[src/rtl/id_stage_controller_if.sv]
// Fetch-side and execute-side handshake bundle for the decode-stage controller.
// The slave modport is the controller; the master modport is its environment.
interface id_stage_controller_if;
  logic        if_valid;
  logic [31:0] if_inst;
  logic [31:0] if_pc;
  logic        if_ready;
  logic        ex_ready;
  logic        flush;
  logic        id_valid;
  logic [31:0] id_inst;
  logic [31:0] id_pc;
  logic [3:0]  imm_sel;
  logic        imm_used;
  logic        illegal;
  logic [4:0]  rs1;
  logic [4:0]  rs2;
  logic [4:0]  rd;
  logic        bubble;

  modport slave (
    input  if_valid, if_inst, if_pc, ex_ready, flush,
    output if_ready, id_valid, id_inst, id_pc, imm_sel, imm_used, illegal,
           rs1, rs2, rd, bubble
  );

  modport master (
    output if_valid, if_inst, if_pc, ex_ready, flush,
    input  if_ready, id_valid, id_inst, id_pc, imm_sel, imm_used, illegal,
           rs1, rs2, rd, bubble
  );
endinterface

[src/rtl/id_stage_controller.sv]
// RV32IM decode-stage sequencer: IF/ID holding register, immediate-select decode,
// load-use bubble insertion and flush handling.
module id_stage_controller #(
  parameter logic [31:0] NOP_INST      = 32'h00000013,
  parameter bit          HAZARD_DETECT = 1'b1
) (
  input  logic                        clk,
  input  logic                        reset,
  id_stage_controller_if.slave        bus
);

  localparam int unsigned XLEN  = 32;
  localparam int unsigned REG_W = 5;
  localparam int unsigned OP_W  = 7;

  localparam logic [OP_W-1:0] OP_LUI    = 7'b0110111;
  localparam logic [OP_W-1:0] OP_AUIPC  = 7'b0010111;
  localparam logic [OP_W-1:0] OP_JAL    = 7'b1101111;
  localparam logic [OP_W-1:0] OP_JALR   = 7'b1100111;
  localparam logic [OP_W-1:0] OP_LOAD   = 7'b0000011;
  localparam logic [OP_W-1:0] OP_IMM    = 7'b0010011;
  localparam logic [OP_W-1:0] OP_BRANCH = 7'b1100011;
  localparam logic [OP_W-1:0] OP_STORE  = 7'b0100011;
  localparam logic [OP_W-1:0] OP_REG    = 7'b0110011;
  localparam logic [OP_W-1:0] OP_FENCE  = 7'b0001111;
  localparam logic [OP_W-1:0] OP_SYSTEM = 7'b1110011;

  typedef enum logic [1:0] {EMPTY, FULL, STALL} state_t;

  state_t            state_q, state_d;
  logic [XLEN-1:0]   inst_q, inst_d;
  logic [XLEN-1:0]   pc_q, pc_d;
  logic              ld_vld_q, ld_vld_d;
  logic [REG_W-1:0]  ld_rd_q, ld_rd_d;

  logic              if_ready_c;
  logic              in_xfer_c;
  logic              out_xfer_c;
  logic              hazard_c;
  logic [3:0]        imm_sel_c;
  logic              imm_used_c;
  logic              illegal_c;

  logic [OP_W-1:0]   held_op;
  logic [REG_W-1:0]  held_rd;
  logic [OP_W-1:0]   in_op;
  logic [REG_W-1:0]  in_rs1;
  logic [REG_W-1:0]  in_rs2;

  function automatic logic uses_rs1(input logic [OP_W-1:0] op);
    return !(op == OP_LUI || op == OP_AUIPC || op == OP_JAL);
  endfunction

  function automatic logic uses_rs2(input logic [OP_W-1:0] op);
    return (op == OP_REG || op == OP_BRANCH || op == OP_STORE);
  endfunction

  assign held_op = inst_q[6:0];
  assign held_rd = inst_q[11:7];
  assign in_op   = bus.if_inst[6:0];
  assign in_rs1  = bus.if_inst[19:15];
  assign in_rs2  = bus.if_inst[24:20];

  // Handshake qualifiers; if_ready never looks at the fetch side.
  always_comb begin
    if_ready_c = !bus.flush && (state_q == EMPTY || (state_q == FULL && bus.ex_ready));
    in_xfer_c  = bus.if_valid && if_ready_c;
    out_xfer_c = (state_q == FULL) && bus.ex_ready;
  end

  // Track the load now entering EX; the hazard check uses the post-edge value.
  always_comb begin
    ld_vld_d = ld_vld_q;
    ld_rd_d  = ld_rd_q;
    if (bus.flush) begin
      ld_vld_d = 1'b0;
      ld_rd_d  = '0;
    end else if (out_xfer_c) begin
      ld_vld_d = (held_op == OP_LOAD) && (held_rd != '0);
      ld_rd_d  = held_rd;
    end else if (bus.ex_ready) begin
      ld_vld_d = 1'b0;
      ld_rd_d  = '0;
    end
    hazard_c = HAZARD_DETECT && ld_vld_d &&
               ((uses_rs1(in_op) && in_rs1 == ld_rd_d) ||
                (uses_rs2(in_op) && in_rs2 == ld_rd_d));
  end

  // Next-state logic; flush overrides everything.
  always_comb begin
    state_d = state_q;
    inst_d  = inst_q;
    pc_d    = pc_q;
    if (bus.flush) begin
      state_d = EMPTY;
      inst_d  = NOP_INST;
    end else begin
      case (state_q)
        EMPTY: begin
          if (in_xfer_c) begin
            inst_d  = bus.if_inst;
            pc_d    = bus.if_pc;
            state_d = hazard_c ? STALL : FULL;
          end
        end
        FULL: begin
          if (out_xfer_c) begin
            if (in_xfer_c) begin
              inst_d  = bus.if_inst;
              pc_d    = bus.if_pc;
              state_d = hazard_c ? STALL : FULL;
            end else begin
              state_d = EMPTY;
            end
          end
        end
        STALL: begin
          if (bus.ex_ready) state_d = FULL;
        end
        default: state_d = EMPTY;
      endcase
    end
  end

  always_ff @(posedge clk or negedge reset) begin
    if (!reset) begin
      state_q  <= EMPTY;
      inst_q   <= NOP_INST;
      pc_q     <= '0;
      ld_vld_q <= 1'b0;
      ld_rd_q  <= '0;
    end else begin
      state_q  <= state_d;
      inst_q   <= inst_d;
      pc_q     <= pc_d;
      ld_vld_q <= ld_vld_d;
      ld_rd_q  <= ld_rd_d;
    end
  end

  // Immediate-select decode of the held instruction.
  always_comb begin
    imm_sel_c  = 4'b0000;
    imm_used_c = 1'b1;
    illegal_c  = 1'b0;
    case (held_op)
      OP_LUI, OP_AUIPC: imm_sel_c = 4'b0000;
      OP_JAL:           imm_sel_c = 4'b0001;
      OP_LOAD, OP_JALR: imm_sel_c = 4'b0010;
      OP_IMM: begin
        case (inst_q[14:12])
          3'b001, 3'b101: imm_sel_c = 4'b0101;
          3'b011:         imm_sel_c = 4'b1010;
          default:        imm_sel_c = 4'b0010;
        endcase
      end
      OP_BRANCH: imm_sel_c = (inst_q[14:13] == 2'b11) ? 4'b1011 : 4'b0011;
      OP_STORE:  imm_sel_c = 4'b0100;
      OP_REG, OP_FENCE, OP_SYSTEM: imm_used_c = 1'b0;
      default: begin
        imm_used_c = 1'b0;
        illegal_c  = 1'b1;
      end
    endcase
  end

  assign bus.if_ready = if_ready_c;
  assign bus.id_valid = (state_q == FULL);
  assign bus.bubble   = (state_q == STALL);
  assign bus.id_inst  = inst_q;
  assign bus.id_pc    = pc_q;
  assign bus.rs1      = inst_q[19:15];
  assign bus.rs2      = inst_q[24:20];
  assign bus.rd       = inst_q[11:7];
  assign bus.imm_sel  = imm_sel_c;
  assign bus.imm_used = imm_used_c;
  assign bus.illegal  = illegal_c;

endmodule

[src/flat_wrapper.sv]
// flat-port wrapper written by rule: the top's interface ports become plain ports
module id_stage_controller_flat 
#(
  parameter logic [31:0] NOP_INST      = 32'h00000013,
  parameter bit          HAZARD_DETECT = 1'b1
)
  (clk, reset, bus_if_valid, bus_if_inst, bus_if_pc, bus_ex_ready, bus_flush, bus_if_ready, bus_id_valid, bus_id_inst, bus_id_pc, bus_imm_sel, bus_imm_used, bus_illegal, bus_rs1, bus_rs2, bus_rd, bus_bubble);
  id_stage_controller_if bus_i ();
  input  logic clk;
  input  logic reset;
  input wire logic [$bits(bus_i.if_valid)-1:0] bus_if_valid;
  input wire logic [$bits(bus_i.if_inst)-1:0] bus_if_inst;
  input wire logic [$bits(bus_i.if_pc)-1:0] bus_if_pc;
  input wire logic [$bits(bus_i.ex_ready)-1:0] bus_ex_ready;
  input wire logic [$bits(bus_i.flush)-1:0] bus_flush;
  output wire logic [$bits(bus_i.if_ready)-1:0] bus_if_ready;
  output wire logic [$bits(bus_i.id_valid)-1:0] bus_id_valid;
  output wire logic [$bits(bus_i.id_inst)-1:0] bus_id_inst;
  output wire logic [$bits(bus_i.id_pc)-1:0] bus_id_pc;
  output wire logic [$bits(bus_i.imm_sel)-1:0] bus_imm_sel;
  output wire logic [$bits(bus_i.imm_used)-1:0] bus_imm_used;
  output wire logic [$bits(bus_i.illegal)-1:0] bus_illegal;
  output wire logic [$bits(bus_i.rs1)-1:0] bus_rs1;
  output wire logic [$bits(bus_i.rs2)-1:0] bus_rs2;
  output wire logic [$bits(bus_i.rd)-1:0] bus_rd;
  output wire logic [$bits(bus_i.bubble)-1:0] bus_bubble;
  assign bus_i.if_valid = bus_if_valid;
  assign bus_i.if_inst = bus_if_inst;
  assign bus_i.if_pc = bus_if_pc;
  assign bus_i.ex_ready = bus_ex_ready;
  assign bus_i.flush = bus_flush;
  assign bus_if_ready = bus_i.if_ready;
  assign bus_id_valid = bus_i.id_valid;
  assign bus_id_inst = bus_i.id_inst;
  assign bus_id_pc = bus_i.id_pc;
  assign bus_imm_sel = bus_i.imm_sel;
  assign bus_imm_used = bus_i.imm_used;
  assign bus_illegal = bus_i.illegal;
  assign bus_rs1 = bus_i.rs1;
  assign bus_rs2 = bus_i.rs2;
  assign bus_rd = bus_i.rd;
  assign bus_bubble = bus_i.bubble;
  id_stage_controller #(.NOP_INST(NOP_INST), .HAZARD_DETECT(HAZARD_DETECT)) u_core (.clk(clk), .reset(reset), .bus(bus_i));
endmodule
[config.mk]
export PLATFORM = sky130hd
export DESIGN_NAME = id_stage_controller_flat
export DESIGN_NICKNAME = d
export VERILOG_FILES = /design/src/rtl/id_stage_controller_if.sv /design/src/rtl/id_stage_controller.sv /design/src/flat_wrapper.sv
export SDC_FILE = /design/constraint.sdc
export NUM_CORES = 1
export LEC_CHECK = 0
export ABC_AREA = 1
export CAP_MARGIN = 20
export CORE_ASPECT_RATIO = 1.4
export CORE_UTILIZATION = 60
export CTS_BUF_LIST = sky130_fd_sc_hd__clkbuf_4 sky130_fd_sc_hd__clkbuf_8
export CTS_CLUSTER_SIZE = 40
export DETAILED_ROUTE_END_ITERATION = 10
export DONT_BUFFER_PORTS = 1
export MAX_ROUTING_LAYER = met4
export PLACE_DENSITY = 0.77
export SYNTH_ARGS = -nofsm -noshare
export SYNTH_HDL_FRONTEND = slang
export SYNTH_SLANG_ARGS = --single-unit
export TNS_END_PERCENT = 30
[constraint.sdc]
create_clock -name clk -period 5.5 [get_ports clk]
set_input_delay 1.65 -clock clk [delete_from_list [all_inputs] [get_ports clk]]
set_output_delay 1.65 -clock clk [all_outputs]
set_load 0.05 [all_outputs]
==> flow_summary.rst, run 1 <==
.. list-table::
   :header-rows: 1

   * - Metric
     - Value
   * - Post-Synthesis Cell Area
     - 0.00337 mm^2
   * - Post-synthesis cell type with the largest combined area
     - sky130_fd_sc_hd__dfrtp_1
   * - Net count reported at finish
     - 447
   * - Final Cycle Share
     - 78.4%
   * - Slew at the pin closest to its max-slew limit
     - 1130 ps
   * - Post-Syn Area per Cell
     - 8.56 um^2
   * - Largest vdd supply drop
     - 261 uV
   * - Crit path launch type
     - flop
   * - Total die area
     - 0.00592 mm^2
   * - CTS hold repair buffers
     - 0
   * - Run status
     - finished, final reports clean
   * - Count of unique library cells instantiated by Yosys
     - 30
   * - Die extent in y
     - 90.6 um
   * - Syn Nets
     - 462
   * - Kind of end point of the critical path
     - primary output
   * - Max Buffers Root-to-Sink
     - 2
   * - RSZ-0062 raised after global routing
     - false
   * - Setup slack of the most critical reg-to-reg path
     - 3200 ps
   * - Via density per instance
     - 5.60
   * - Global-route usage over all layers
     - 27.6%
   * - Number of cells upsized or downsized after cts
     - 0
   * - Clock period minus worst slack
     - 4310 ps
   * - Final antenna diode count
     - 0
   * - DR iter-0 viols
     - 174
   * - Total chip power
     - 1580 uW
   * - DP Wirelength
     - 5.29 mm
   * - Leftover overflow at the end of global routing
     - 0
   * - Final wirelength
     - 7.39 mm
   * - Finished Cell Area
     - 0.00351 mm^2
   * - Buffer cell driving the clock tree root
     - sky130_fd_sc_hd__clkbuf_8
   * - Fin. max-slew vios
     - 0
   * - Share of flip-flops with an asynchronous set or reset after synthesis
     - 100%
   * - Normalized max-slew margin
     - 24.8%
   * - Num rows
     - 31
   * - Placed inst area
     - 0.00327 mm^2
   * - Number of maximum-capacitance violations
     - 0
   * - Post-route DRC
     - 0
   * - Worst Path Arrival
     - 2660 ps
   * - Instance count after placement with tap cells included
     - 433
   * - Routed length per placed instance
     - 16.5 um
   * - Number of antenna-violating nets in the routed design
     - 0
   * - Top cells by area in the synthesized netlist
     - sky130_fd_sc_hd__dfrtp_1 51%, sky130_fd_sc_hd__nand2_1 17%, sky130_fd_sc_hd__buf_4 4.7%
   * - Multi-input gate area in the final layout
     - 0.00124 mm^2
   * - Floorplan core area
     - 0.00528 mm^2
   * - Power per standard cell area
     - 450 mW/mm^2
   * - Total number of vias
     - 2516
   * - Total number of yosys warnings
     - 0
   * - Final setup vio count
     - 0
   * - Routability congestion estimate
     - 0.877
   * - Post-CTS setup repair buffer count
     - 0
   * - Sink count of the clock tree
     - 72
   * - Sequential area share after synthesis
     - 53.6%
   * - Maximum level of the CTS H-tree
     - 3
   * - Setup tns final
     - 0 ps
   * - Initial antenna violation count
     - 0
   * - Effective utilization at floorplan
     - 63.8%
   * - Path class of the lowest-slack min-delay path
     - flop to flop
   * - Most frequent cells after synthesis
     - 154 x sky130_fd_sc_hd__nand2_1, 69 x sky130_fd_sc_hd__dfrtp_1, 27 x sky130_fd_sc_hd__inv_1, 22 x sky130_fd_sc_hd__nand3_1, 21 x sky130_fd_sc_hd__buf_4
   * - Pin count of the biggest net entering global routing
     - 73
   * - Overall die width
     - 65.3 um
   * - Req. time, crit path
     - 3850 ps
   * - Cell count after synthesis
     - 393
   * - Top Ports
     - 157
   * - Fin Clk Skew
     - 13.4 ps
   * - Fmax
     - 232 MHz
   * - Pleak
     - 0.00182 uW
   * - Count of endpoints failing hold in the final timing report
     - 0
   * - Type of the worst setup path
     - flop to primary output
   * - Predominant post-synthesis flop cell
     - sky130_fd_sc_hd__dfrtp_1
   * - Inserted Clock Buffers
     - 9
   * - TritonCTS clock tree
     - done
   * - # port buffers
     - 0
   * - Top-count cell post-synth
     - sky130_fd_sc_hd__nand2_1
   * - Clock latency on the worst-skew pair
     - 350 ps
   * - Layout Area Growth over Synthesis
     - 4.28%
   * - Highest net fanout along the worst path
     - 5
   * - Number of synthesized register bits
     - 72
   * - Final Non-Filler Cells
     - 449
   * - First-pass GRT wire length
     - 11.9 mm
   * - Clock transition time at the flip-flop clock pins of the worst setup and hold paths
     - 80 ps
   * - Fraction of layout cells with a size suffix above 1
     - 11.0%
   * - Yosys top cell area share
     - 51.3%
   * - Number of detailed-route iterations in the first pass
     - 5
   * - Number of filler instances in the final layout
     - 463
   * - Number of global-route vias before repair
     - 2664
   * - Number of synthesized flops with an enable pin
     - 0
   * - Reg area
     - 0.00181 mm^2
==> metrics by stage <==
step                util, %  worst slack (ps)  hold slack [ps]
floorplan                 -              1170              464
global placement       61.9              1650              481
detailed placement     61.9              1590              483
CTS                    66.5              1190              502
global route           66.5               985              525
finish                 66.5              1190              502
==> flip-flops by register name, indices dropped and copies added, names as in the netlist <==
register / cells
u_core.ld_vld_q: 1
u_core.bus.id_pc: 32
u_core.state_q: 2
u_core.bus.id_inst: 32
u_core.ld_rd_q: 5
==> power by group <==
part	internal [uW]	switching [uW]	total [uW]
combinational	52.3	115	167
sequential	590	317	907
clock	302	203	505
total	944	634	1580
==> cell usage in the layout, fill, tap and decap left out, types with 5 or more instances in the layout <==
master                     count
sky130_fd_sc_hd__a22o_1       12
sky130_fd_sc_hd__clkbuf_8      9
sky130_fd_sc_hd__dfrtp_1      69
sky130_fd_sc_hd__inv_1        27
sky130_fd_sc_hd__inv_2         6
sky130_fd_sc_hd__nand2_1     154
sky130_fd_sc_hd__nand2_2       5
sky130_fd_sc_hd__nand3_1      22
sky130_fd_sc_hd__nand3_2       5
sky130_fd_sc_hd__nor2_1       17
sky130_fd_sc_hd__nor3_1        7
sky130_fd_sc_hd__o21ai_0      14
==> critical path: stages, from the launching register on <==
cell	delay, ps
sky130_fd_sc_hd__dfrtp_1	720
sky130_fd_sc_hd__inv_1	190
sky130_fd_sc_hd__nor3_1	230
sky130_fd_sc_hd__inv_1	120
sky130_fd_sc_hd__nor2_1	140
sky130_fd_sc_hd__inv_1	100
sky130_fd_sc_hd__o211ai_1	90
sky130_fd_sc_hd__nor2_1	60
sky130_fd_sc_hd__nand2_1	370
sky130_fd_sc_hd__nor3_1	90
sky130_fd_sc_hd__buf_4	210
==> cell type report <==
cell class	instances	share of cell area, %
clock buffers	9	3.53
clock inverters	7	3.39
inverters	33	3.53
multi-input cells	260	35.3
flip-flops and latches	72	51.4
well taps	66	2.35
repair buffers	2	0.428
==> routing by layer <==
metal  track usage (%)  share of wire (%)  vias up
met3              9.60                8.2       24
li1                  -                  -     1212
met2              43.6                 51      130
met1              30.6                 37     1150
met4              13.2                2.9        0
met5                 -                  0        -
==> final timing paths <==
check	start	depth (start not counted)	end
max	u_core.bus.id_inst[6]$_DFFE_PN0P_	10	bus_illegal
min	u_core.ld_vld_q$_DFF_PN0_	2	u_core.ld_vld_q$_DFF_PN0_
max reg2reg	u_core.state_q[0]$_DFFE_PN0P_	8	u_core.bus.id_inst[24]$_DFFE_PN0P_
min reg2reg	u_core.ld_vld_q$_DFF_PN0_	2	u_core.ld_vld_q$_DFF_PN0_
max in group asynchronous	reset	0	u_core.bus.id_inst[4]$_DFFE_PN1P_
min in group asynchronous	reset	0	u_core.bus.id_inst[6]$_DFFE_PN0P_
==> kinds of logic after synthesis <==
| family | synth area share, % |
|---|---|
| compound gates | 8.33 |
| simple gates | 28.4 |
| buf+inv | 9.67 |
| flops | 53.6 |
Note: power is estimated with default switching activity, not from simulation.
==> run 2, diff against run 1 <==
Settings changed: CORE_UTILIZATION 60 to 59, PLACE_DENSITY 0.77 to 0.79.
Clock period 5.5 ns to 3.9 ns, I/O delays scaled along.
==> run 2 against run 1 <==
Against the previous run: clock skew rose by 4.0 ps; register-to-register slack got worse by 1400 ps; combinational power rose by 44%; design area fell by 1.5%; largest power group unchanged; count of clock-buffer cells in the layout rose by 5.
==> flow_summary.rst, run 2 (synthesis results as in run 1) <==
.. list-table::
   :header-rows: 1

   * - Metric
     - Value
   * - Run status
     - finished, final reports clean
   * - Fin util
     - 63.0%
   * - DP Wirelength
     - 5.31 mm
   * - First-pass GRT wire length
     - 11.5 mm
   * - Clock transition time at the flip-flop clock pins of the worst setup and hold paths
     - 70 ps
   * - Final Cycle Share
     - 92.3%
   * - Top Ports
     - 157
   * - Max Buffers Root-to-Sink
     - 2
   * - Inserted Clock Buffers
     - 9
   * - Final wirelength
     - 7.34 mm
   * - Critical Path, Cell by Cell
     - nand2_1 -> nor3_1 -> nand2_1 -> nor3_1 -> nand3_1 -> o211ai_1
   * - Total number of vias
     - 2499
   * - Overall die width
     - 65.8 um
   * - Setup tns final
     - 0 ps
   * - Clock period minus worst slack
     - 3600 ps
   * - Number of antenna-violating nets in the routed design
     - 0
   * - Largest vdd supply drop
     - 347 uV
   * - Effective utilization at floorplan
     - 61.4%
   * - Fin. max-slew vios
     - 0
   * - Fraction of layout cells with a size suffix above 1
     - 11.4%
   * - Pin count of the biggest net entering global routing
     - 73
   * - TritonCTS clock tree
     - done
   * - Global-route usage over all layers
     - 26.5%
   * - Crit path launch type
     - flop
   * - Pleak
     - 0.00181 uW
   * - Kind of end point of the critical path
     - primary output
   * - Slew at the pin closest to its max-slew limit
     - 1110 ps
   * - Setup slack at placement
     - 644 ps
   * - Routability congestion estimate
     - 0.814
   * - Floorplan core area
     - 0.00549 mm^2
   * - Setup slack of the most critical reg-to-reg path
     - 1780 ps
   * - Highest net fanout along the worst path
     - 3
   * - Hold Crit Depth
     - 2
   * - Post-CTS setup repair buffer count
     - 0
   * - Commonest non-fill, non-tap cells in the layout
     - 154 x sky130_fd_sc_hd__nand2_1, 69 x sky130_fd_sc_hd__dfrtp_1, 27 x sky130_fd_sc_hd__inv_1, 22 x sky130_fd_sc_hd__nand3_1, 17 x sky130_fd_sc_hd__nor2_1
   * - Via density per instance
     - 5.52
   * - End point of the most critical hold path
     - u_core.ld_vld_q$_DFF_PN0_
   * - Path class of the lowest-slack min-delay path
     - flop to flop
   * - Die extent in y
     - 91.4 um
   * - Fmax
     - 278 MHz
   * - Fin Clk Skew
     - 17.5 ps
   * - Final setup vio count
     - 0
   * - Number of cells upsized or downsized after cts
     - 0
   * - Hold slack final
     - 506 ps
   * - Source of the worst hold timing path
     - u_core.ld_vld_q$_DFF_PN0_
   * - Leading cell type in the layout, fill and taps excluded
     - sky130_fd_sc_hd__nand2_1
   * - Worst reg2reg path endpoint
     - u_core.state_q[0]$_DFFE_PN0P_
   * - Routed length per placed instance
     - 16.2 um
   * - DR iter-0 viols
     - 110
   * - Layout Area Growth over Synthesis
     - 2.68%
   * - Power per standard cell area
     - 587 mW/mm^2
   * - Reg2Reg Launch Point
     - u_core.bus.id_inst[1]$_DFFE_PN1P_
   * - Normalized max-slew margin
     - 26.2%
   * - Sink count of the clock tree
     - 72
   * - Post-route DRC
     - 0
   * - Number of global-route vias before repair
     - 2505
   * - Number of detailed-route iterations in the first pass
     - 4
   * - Critical path's top delay family
     - simple AND/OR/NAND/NOR gates
   * - Type of the worst setup path
     - flop to primary output
   * - Worst Path Arrival
     - 2430 ps
   * - CP peak stage delay
     - 710 ps
   * - # port buffers
     - 0
   * - Req. time, crit path
     - 2730 ps
   * - Initial antenna violation count
     - 0
   * - Number of stages on the worst setup path
     - 6
   * - Count of endpoints failing hold in the final timing report
     - 0
   * - Critical path's slowest cell
     - sky130_fd_sc_hd__dfstp_2
   * - Final worst setup slack
     - 300 ps
   * - Multi-input gate area in the final layout
     - 0.00124 mm^2
   * - Number of filler instances in the final layout
     - 472
   * - Critical path buffers and inverters
     - 0
   * - Buffer cell driving the clock tree root
     - sky130_fd_sc_hd__clkbuf_8
   * - Number of maximum-capacitance violations
     - 0
   * - Total die area
     - 0.00602 mm^2
   * - CTS hold repair buffers
     - 0
   * - RSZ-0062 raised after global routing
     - false
   * - Final antenna diode count
     - 0
   * - Leftover overflow at the end of global routing
     - 0
   * - Maximum level of the CTS H-tree
     - 3
   * - Net count reported at finish
     - 449
   * - Reg area
     - 0.00181 mm^2
   * - Depth of the worst register-to-register path
     - 9
   * - Clock latency on the worst-skew pair
     - 330 ps
   * - Num rows
     - 32
[run 2: tightest hold or removal path, cell delays in order, from the launching register on]
cell and delay [ps]:
sky130_fd_sc_hd__dfrtp_1 330, sky130_fd_sc_hd__nand2_1 60, sky130_fd_sc_hd__nand2_1 80
[run 2: worst max path at each step]
stage                                                  from        endpoint  slack, ps
after floorplan           u_core.bus.id_inst[4]$_DFFE_PN1P_     bus_illegal         50
after CTS                 u_core.bus.id_inst[1]$_DFFE_PN1P_  bus_imm_sel[0]        280
after detailed placement  u_core.bus.id_inst[1]$_DFFE_PN1P_  bus_imm_sel[0]        640
final                     u_core.bus.id_inst[1]$_DFFE_PN1P_  bus_imm_sel[0]        300
after global placement    u_core.bus.id_inst[0]$_DFFE_PN1P_  bus_imm_sel[0]        710
after global routing      u_core.bus.id_inst[1]$_DFFE_PN1P_  bus_imm_sel[0]         60
[run 2: area by class of cell]
type	instances	share of cell area [%]
well taps	68	2.46
inverters	33	3.58
clock buffers	14	4.67
flip-flops and latches	72	52.2
multi-input cells	260	35.9
repair buffers	4	0.869
clock inverters	2	0.290
[run 2: routing by layer]
metal | vias up | global-route usage [%] | share of wire [%]
li1 | 1215 | - | -
met1 | 1165 | 29.3 | 38
met2 | 109 | 43.3 | 52
met3 | 10 | 9.17 | 8.0
met4 | 0 | 9.78 | 1.6
met5 | - | - | 0
[run 2: where the power goes]
group / switching, uW / total [uW] / internal [uW] / leakage (uW)
logic: 164 / 241 / 77.1 / 0.000794
clock network: 244 / 509 / 265 / 0.0000955
registers: 447 / 1280 / 833 / 0.000924
total: 854 / 2030 / 1180 / 0.00181
[run 2: stage by stage]
step           total power (uW)  instance area [um^2]  cells
2_1_floorplan              1500                  3370    393
3_3_place_gp               1520                  3280    437
3_5_place_dp               1530                  3280    437
4_1_cts                    2040                  3460    453
5_1_grt                    2120                  3460    453
6_report                   2030                  3460    453
